File: config.mk
export PLATFORM = sky130hd
export DESIGN_NAME = omem_potential_store
export DESIGN_NICKNAME = d
export VERILOG_FILES = /design/src/rtl/omem_potential_store.sv
export SDC_FILE = /design/constraint.sdc
export NUM_CORES = 1
export LEC_CHECK = 0
export ABC_AREA = 0
export CAP_MARGIN = 20
export CORE_UTILIZATION = 65
export DETAILED_ROUTE_END_ITERATION = 10
export PLACE_DENSITY = 0.83
export SLEW_MARGIN = 5
export SYNTH_ARGS = -nofsm -noshare
export SYNTH_HDL_FRONTEND = slang
export SYNTH_SLANG_ARGS = --single-unit
File: constraint.sdc
create_clock -name clk -period 4.25 [get_ports clk]
set_clock_uncertainty 0.15 [all_clocks]
set_input_delay 0.6375 -clock clk [delete_from_list [all_inputs] [get_ports clk]]
set_output_delay 0.6375 -clock clk [all_outputs]
set_load 0.02 [all_outputs]
File: src/rtl/omem_potential_store.sv
// Membrane-potential output store: per-SPE write/read slot pointers, timestep tracking, first-timestep broadcast.
// Optional macro OMEM_SPIKE_COUNT_EN enables the per-timestep spike counter on spike_count.
module omem_potential_store #(
  parameter int NUM_SPE       = 4,
  parameter int OUT_PER_SPE   = 16,
  parameter int SPE_BASE_ADDR = 8
) (
  input  logic        clk,
  input  logic        reset,
  input  logic        in_valid,
  output logic        in_ready,
  input  logic [3:0]  in_opcode,
  input  logic [24:0] in_data,
  output logic        out_valid,
  input  logic        out_ready,
  output logic [3:0]  out_dest,
  output logic [3:0]  out_opcode,
  output logic [24:0] out_data,
  output logic        ts_done,
  output logic        first_ts_done,
  output logic        err,
  output logic [15:0] spike_count
);

  localparam int IW    = (NUM_SPE > 1) ? $clog2(NUM_SPE) : 1;
  localparam int PW    = (OUT_PER_SPE > 1) ? $clog2(OUT_PER_SPE) : 1;
  localparam int WW    = $clog2(OUT_PER_SPE + 1);
  localparam int TOTAL = NUM_SPE * OUT_PER_SPE;
  localparam int CW    = $clog2(TOTAL + 1);

  localparam logic [3:0]    NUM_SPE_L = 4'(NUM_SPE);
  localparam logic [3:0]    BASE_L    = 4'(SPE_BASE_ADDR);
  localparam logic [WW-1:0] WFULL     = WW'(OUT_PER_SPE);
  localparam logic [PW-1:0] RLAST     = PW'(OUT_PER_SPE - 1);
  localparam logic [CW-1:0] CLAST     = CW'(TOTAL - 1);
  localparam logic [IW-1:0] BLAST     = IW'(NUM_SPE - 1);

  typedef enum logic [1:0] {IDLE, RESP, BCAST} state_t;
  state_t state_q, state_d;

  logic [12:0]   mem  [NUM_SPE][OUT_PER_SPE];
  logic [WW-1:0] wptr [NUM_SPE];
  logic [PW-1:0] rptr [NUM_SPE];
  logic [CW-1:0] wr_cnt;
  logic [IW-1:0] bc_idx;

  logic [IW-1:0] sidx;
  logic          is_rd, idx_ok, wr_full, in_fire;
  logic          rd_acc, wr_acc, drop, ts_last;
  logic          unused_in;

  assign in_ready  = (state_q == IDLE);
  assign sidx      = in_opcode[IW:1];
  assign is_rd     = in_opcode[0];
  assign idx_ok    = ({1'b0, in_opcode[3:1]} < NUM_SPE_L);
  assign wr_full   = (wptr[sidx] == WFULL);
  assign in_fire   = in_valid && in_ready;
  assign rd_acc    = in_fire && is_rd && idx_ok;
  assign wr_acc    = in_fire && !is_rd && idx_ok && !wr_full;
  assign drop      = in_fire && (!idx_ok || (!is_rd && wr_full));
  assign ts_last   = wr_acc && (wr_cnt == CLAST);
  assign unused_in = ^{in_data[24:14], in_data[0]};

  always_ff @(posedge clk or posedge reset) begin
    if (reset) state_q <= IDLE;
    else       state_q <= state_d;
  end

  always_comb begin
    state_d = state_q;
    unique case (state_q)
      IDLE: begin
        if (ts_last && !first_ts_done) state_d = BCAST;
        else if (rd_acc)               state_d = RESP;
      end
      RESP:    if (out_ready) state_d = IDLE;
      BCAST:   if (out_ready && bc_idx == BLAST) state_d = IDLE;
      default: state_d = IDLE;
    endcase
  end

  // Potential memory is intentionally not reset.
  always_ff @(posedge clk) begin
    if (wr_acc) mem[sidx][wptr[sidx][PW-1:0]] <= in_data[13:1];
  end

  always_ff @(posedge clk or posedge reset) begin
    if (reset) begin
      out_valid     <= 1'b0;
      out_dest      <= '0;
      out_opcode    <= '0;
      out_data      <= '0;
      ts_done       <= 1'b0;
      first_ts_done <= 1'b0;
      err           <= 1'b0;
      wr_cnt        <= '0;
      bc_idx        <= '0;
      for (int unsigned k = 0; k < NUM_SPE; k++) begin
        wptr[k] <= '0;
        rptr[k] <= '0;
      end
    end else begin
      ts_done <= ts_last;
      if (drop) err <= 1'b1;
      if (wr_acc) begin
        wptr[sidx] <= wptr[sidx] + 1'b1;
        wr_cnt     <= wr_cnt + 1'b1;
      end
      // Timestep completion overrides the per-write increments above.
      if (ts_last) begin
        wr_cnt <= '0;
        for (int unsigned k = 0; k < NUM_SPE; k++) wptr[k] <= '0;
        if (!first_ts_done) begin
          first_ts_done <= 1'b1;
          out_valid     <= 1'b1;
          out_dest      <= BASE_L;
          out_opcode    <= 4'd15;
          out_data      <= '0;
          bc_idx        <= '0;
        end
      end
      if (rd_acc) begin
        out_valid  <= 1'b1;
        out_dest   <= BASE_L + 4'(sidx);
        out_opcode <= 4'd2;
        if (first_ts_done) begin
          out_data   <= {12'b0, mem[sidx][rptr[sidx]]};
          rptr[sidx] <= (rptr[sidx] == RLAST) ? '0 : rptr[sidx] + 1'b1;
        end else begin
          out_data <= '0;
        end
      end
      if (state_q == RESP && out_ready) out_valid <= 1'b0;
      if (state_q == BCAST && out_ready) begin
        if (bc_idx == BLAST) begin
          out_valid <= 1'b0;
        end else begin
          bc_idx   <= bc_idx + 1'b1;
          out_dest <= out_dest + 4'd1;
        end
      end
    end
  end

`ifdef OMEM_SPIKE_COUNT_EN
  logic [15:0] spike_acc, spike_next;

  always_comb begin
    spike_next = spike_acc;
    if (wr_acc && in_data[0] && spike_acc != 16'hFFFF) spike_next = spike_acc + 16'd1;
  end

  always_ff @(posedge clk or posedge reset) begin
    if (reset) begin
      spike_acc   <= '0;
      spike_count <= '0;
    end else if (ts_last) begin
      spike_count <= spike_next;
      spike_acc   <= '0;
    end else begin
      spike_acc <= spike_next;
    end
  end
`else
  assign spike_count = '0;
`endif

endmodule
==> flow_summary.ini <==
[synth]
synth_flop_cell = edfxtp_1
synth.area.top_cells = edfxtp_1, mux4_2, dfrtp_1
yosysTopAreaCell = edfxtp_1
synth-edff-count = 832
synthXorXnorAreaFrac = 0.00172
synthAdderAreaFrac = 0.00281
synth_compound_area_frac = 0.0256
ys_warn_count = 0
yosys.area_share.simple = 0.0255
synth_area_um2 = 35600
seq_area_frac_synth = 0.752
ys_async_sr_fraction = 0.0776
synthMuxAreaShare = 0.173
ys_seq_elements = 902
syn_area_per_cell_um2 = 20.8
ys_types = 58
yosys.area.top_type_share = 0.702
syn_inst = 1711
synth_top_family_by_area = multiplexers

[final_layout]
finalNetCount = 1917
n_antenna_cell = 0
finalNonFillerCells = 2644
fill_cells = 2689
area_growth_pct = 13.0
utilization = 0.746
layout-drive-gt1-share = 0.260

[timing]
fin_crit_sh = 0.757
drv_slew = 0
fmax_mhz = 311
period_needed_ns = 3.22
slew_headroom = 0.361
hold_violations = 0
hold_slack_ns = 0.142
tns_ns = 0
finalSetupViolations = 0
worst_pin_slew_ns = 0.949
rsz0062_at_grt = no

[cts]
cts_max_path_buffers = 3
cts_resized = 0
cts_setup_buffers = 0
cts_hold_buf = 0
clock-sinks = 902
numCtsBuffers = 88
insertion_delay_ns = 0.64
cts_max_level = 3
tritoncts = yes
cts_root_buf = clkbuf_16
clk_pin_slew_worst_paths_ns = 0.06

[setup_path]
required_ns = 4.63
path_class = primary input to register
crit_path_end_kind = register
critical_path.startpoint_type = primary input
reg2reg_depth = 7
r2r_setup_slack_ns = 1.15
cp.arrival_ns = 3.60
worst-path-max-fanout = 35

[die]
dieHeight_um = 236
core_area_um2 = 53900
io_pins = 87
num_rows = 85
start_util = 0.660
die_area_um2 = 55700
die_x_um = 236

[global_routing]
antenna_found_initial = 1
met1_usage = 0.430
met3_usage = 0.0640
grt_pass1_wl_mm = 127
grt.overflow.total = 0
grt_max_degree = 67
grt_pass1_vias = 19200
track_usage = 0.318
grt_busiest_layer = met2
use_met2 = 0.503

[power]
p_leak_nw = 13.2
power_mw = 19.0
power.density_nw_per_um2 = 472
ir_drop_mv = 0.327

[detailed_routing]
vias = 18600
first_pass_iters = 7
route.detailed.drc = 0
drt-vias-per-instance = 7.03
drt_first_iter_violations = 3048
ant_nets = 0
drt_wl_total_mm = 86.4
wl_per_cell_um = 32.7

[placement]
hpwl_mm = 48.0
routabilityCongestion = 0.917
io_buffer_count = 46
post-place-cells = 2475

[outcome]
status = finished clean

[hold_path]
worstHoldPathType = primary input to asynchronous set/reset pin

[job]
max_cap_viol_count = 0
[Yosys cell counts (5+ instances only)]
cell	instances
buf_1	9
nand3_1	12
nor2_1	80
mux2i_1	102
mux4_2	217
o22ai_1	5
o21ai_0	13
ha_1	8
a22o_1	17
a221o_1	5
mux2_2	21
nand4_1	7
buf_4	35
a22oi_1	23
dfrtp_1	70
nand2_1	53
a2bb2oi_1	5
edfxtp_1	832
nor2b_1	10
buf_2	44
inv_1	20
a21oi_1	16
nand2b_1	5
o211ai_1	5
clkbuf_1	28
o221ai_1	13
[final timing paths]
kind                                     from             to
worst max-delay path             in_opcode[1]    out_data[5]
worst min-delay path                    reset        rptr[9]
worst max register to register        rptr[0]    out_data[5]
worst min register to register  out_opcode[1]  out_opcode[1]
max in group asynchronous               reset       wptr[15]
min in group clk                   in_data[2]     mem[0][27]
[power by group]
group	switching, mW	internal (mW)
Combinational	0.824	0.490
Clock	3.29	4.47
Sequential	0.102	9.80
Total	4.21	14.8
[state kept, by name, summed over array words and instances, names as in the netlist]
| register | cells |
|---|---|
| wptr | 20 |
| out_dest | 4 |
| mem | 832 |
| rptr | 16 |
| err | 1 |
| bc_idx | 2 |
| out_data | 13 |
| out_valid | 1 |
| state_q | 2 |
| out_opcode | 2 |
| first_ts_done | 1 |
| wr_cnt | 7 |
| ts_done | 1 |
[worst max-delay path, cell delays in order]
cell and delay [ns]:
buf_8 0.34, mux4_4 0.98, buf_12 0.30, buf_4 0.24, mux2i_1 0.16, a22oi_1 0.35
nand3_1 0.31, o221ai_1 0.17
[stage by stage]
stage	instance area [um^2]	setup WS [ns]
after global placement	37200	0.581
after detailed placement	37200	0.559
after CTS	40100	1.10
after global routing	40200	0.980
final	40200	1.03
after floorplan	35700	0.869
[layer usage]
metal | wire length, um | vias to the layer above
met5 | 0 | -
met3 | 9860 | 322
met1 | 30500 | 9456
li1 | - | 7327
met2 | 41500 | 1494
met4 | 4590 | 0
[cells by family after synthesis]
group | Yosys count
adders and majority gates | 8
buffers and inverters | 137
and+or+nand+nor | 196
xor gates and xnor gates | 7
DFF | 902
AOI/OAI and AO/OA | 120
muxes | 340
other | 1
[cells in the final DEF (no fill, tap or decap), types with 5 or more instances in the layout]
master,instances
a21oi_1,16
a221o_1,5
a22o_1,17
a22oi_1,23
a2bb2oi_1,5
buf_12,10
buf_2,13
buf_4,106
bufinv_16,7
clkbuf_1,20
clkbuf_16,92
clkbuf_8,5
clkdlybuf4s50_1,31
clkinv_1,19
clkinv_2,10
conb_1,28
dfrtp_1,70
edfxtp_1,832
ha_1,8
inv_1,19
mux2_2,21
mux2i_1,102
mux4_2,215
nand2_1,53
nand2b_1,5
nand3_1,12
nand4_1,7
nor2_1,80
nor2b_1,10
o211ai_1,5
o21ai_0,13
o221ai_1,13
o22ai_1,5
[area by class of cell]
class                      instances  area, um^2  area share
tap                              696         871      0.0217
inverter                          20        75.1     0.00187
timing repair buffer             165        1440      0.0358
multi-input combinational        699        8230       0.205
sequential                       902       26700       0.665
clock inverter                    45         405      0.0101
clock buffer                     117        2450      0.0608
No activity file was read; power rests on OpenSTA's default activity.
==> RTL edit, RTL diff (config.mk and constraints unchanged) <==
Change the parameter `NUM_SPE` from 4 to 2.
--- a/src/rtl/omem_potential_store.sv
+++ b/src/rtl/omem_potential_store.sv
@@ -3,3 +3,3 @@
 module omem_potential_store #(
-  parameter int NUM_SPE       = 4,
+  parameter int NUM_SPE       = 2,
   parameter int OUT_PER_SPE   = 16,
Formal check against the unedited RTL: not equivalent (a bounded check fails within 4 cycles, from zero or initial values and one cycle with reset high).
==> RTL edit against the original RTL <==
Sequential power is 49% lower. Worst hold slack better by 0.18 ns. Maximum frequency is 13% higher. Setup slack better by 0.38 ns. Wire length is 49% lower. Cell area is 47% lower. Non-clock buffer count is 51 lower. Sequential cell count is 436 lower. Power is 52% lower. Global-route usage is 1.8 points lower. Critical path depth is 1 higher. Via count is 42% lower. Synthesized area is 47% lower. Critical endpoint is now mem[1][154].
==> RTL edit: results <==
set metrics [dict create \
    status "complete, no violations" \
    fp-row-count 62 \
    grt_pass1_wl_mm 65.4 \
    ys_warn_count 0 \
    yosysUniqueCellTypes 63 \
    critPathMaxFanout 28 \
    gp_congestion 0.903 \
    slew_headroom 0.218 \
    drive_above_1_share 0.154 \
    hpwl_mm 25.5 \
    clockBufferDepth 3 \
    postRouteAntennaNets 0 \
    grt_pass1_vias 10685 \
    drt_first_pass_iters 6 \
    cp-start-kind "input port" \
    gr-total-overflow 0 \
    dr.first_iter.drc_count 1283 \
    synth_edf_count 416 \
    htree_levels 2 \
    peakVddDrop_v 0.000362 \
    n_fill_cell 1636 \
    yosysSeqAreaShare 0.725 \
    n_antenna_cell 0 \
    wl_per_cell_um 26.9 \
    largest_register_ff_count 416 \
    numPortBuffers 46 \
    cts_made_buffers 46 \
    clkTransAtPathRegs_ns 0.05 \
    vias_per_cell 6.53 \
    post_cts_buffers 0 \
    cts.root.buffer_cell "clkbuf_16" \
    grt_max_degree 40 \
    hold_path_class "reg2reg" \
    synth_area_leaders "edfxtp_1 66%, mux2i_1 8.0%, dfrtp_1 6.6%" \
    final_nets 1260 \
    post_cts_resize_count 0 \
    antenna_found_initial 0 \
    clk_latency_ns 0.57 \
    async_flop_share 0.107 \
    leakage_nw 7.12 \
    netlist_top_cells_count "416 x edfxtp_1, 152 x mux2i_1, 77 x nand2_1" \
    grtUsageTotal 0.300 \
    tns_ns 0 \
    cp_data_arrival_time_ns 2.92 \
]
==> RTL edit: metal layers <==
metal  track usage  vias up  wire, um
met3        0.0578      109      4640
met2         0.480      684     21300
li1              -     4540         -
met1         0.418     5377     16800
met5             0        -         0
met4         0.108        0      1410
==> RTL edit: layout make-up <==
type                            count  area (um^2)  share of cell area
Clock buffer                       61         1230              0.0573
Multi-Input combinational cell    575         4700               0.219
Tap cell                          384          480              0.0224
Clock inverter                     23          149             0.00695
Sequential cell                   466        13800               0.642
Timing Repair Buffer              114         1060              0.0493
Inverter                           17         63.8             0.00298
==> RTL edit: path summary, 6_finish.rpt <==
path / from / to / slack, ns / cells past startpoint
worst min register to register: out_opcode[1] / out_opcode[1] / 0.32 / 1
max in group asynchronous: reset / rptr[0] / 2.79 / 3
min in group asynchronous: reset / out_dest[2] / 0.37 / 2
worst max-delay path: in_opcode[1] / mem[1][154] / 1.41 / 9
worst min-delay path: out_opcode[1] / out_opcode[1] / 0.32 / 1
worst max register to register: rptr[0] / out_data[4] / 1.50 / 6
==> RTL edit: worst max-delay path, stage by stage <==
cell,delay (ns)
buf_4,0.35
mux2i_1,0.23
ha_1,0.28
o21a_1,0.17
nor3_1,0.17
buf_4,0.22
nand2_1,0.28
nor2_1,0.27
buf_4,0.29
==> RTL edit: cell families (layout without fill, tap and decap cells) <==
| kind of cell | count (synthesis) | count (layout) | synth area share |
|---|---|---|---|
| XOR/XNOR | 5 | 5 | 0.00231 |
| buffers and inverters | 105 | 215 | 0.0325 |
| AO/OA/AOI/OAI | 126 | 126 | 0.0476 |
| multiplexers | 206 | 206 | 0.138 |
| adder cells (fa/ha/maj) | 7 | 7 | 0.00462 |
| other | 1 | 28 | 0.000198 |
| flip-flops | 466 | 466 | 0.725 |
| AND/OR/NAND/NOR | 203 | 203 | 0.0493 |
==> RTL edit: report_power, final <==
part	internal, mW	total (mW)	switching [mW]
combinational	0.110	0.356	0.246
sequential	5.04	5.08	0.0391
clock	2.09	3.74	1.65
total	7.24	9.17	1.93
==> RTL edit: per-stage QoR <==
step                std cells  instance area (um^2)   util  power (mW)  setup slack [ns]
finish                   1640                 21400  0.747        9.17              1.41
global route             1640                 21400  0.747        9.40              1.30
CTS                      1636                 21300  0.744        9.18              1.47
detailed placement       1552                 20000  0.696        5.51             0.946
global placement         1551                 19900  0.695        5.48             0.963
floorplan                1146                 19100      -        5.36             0.903
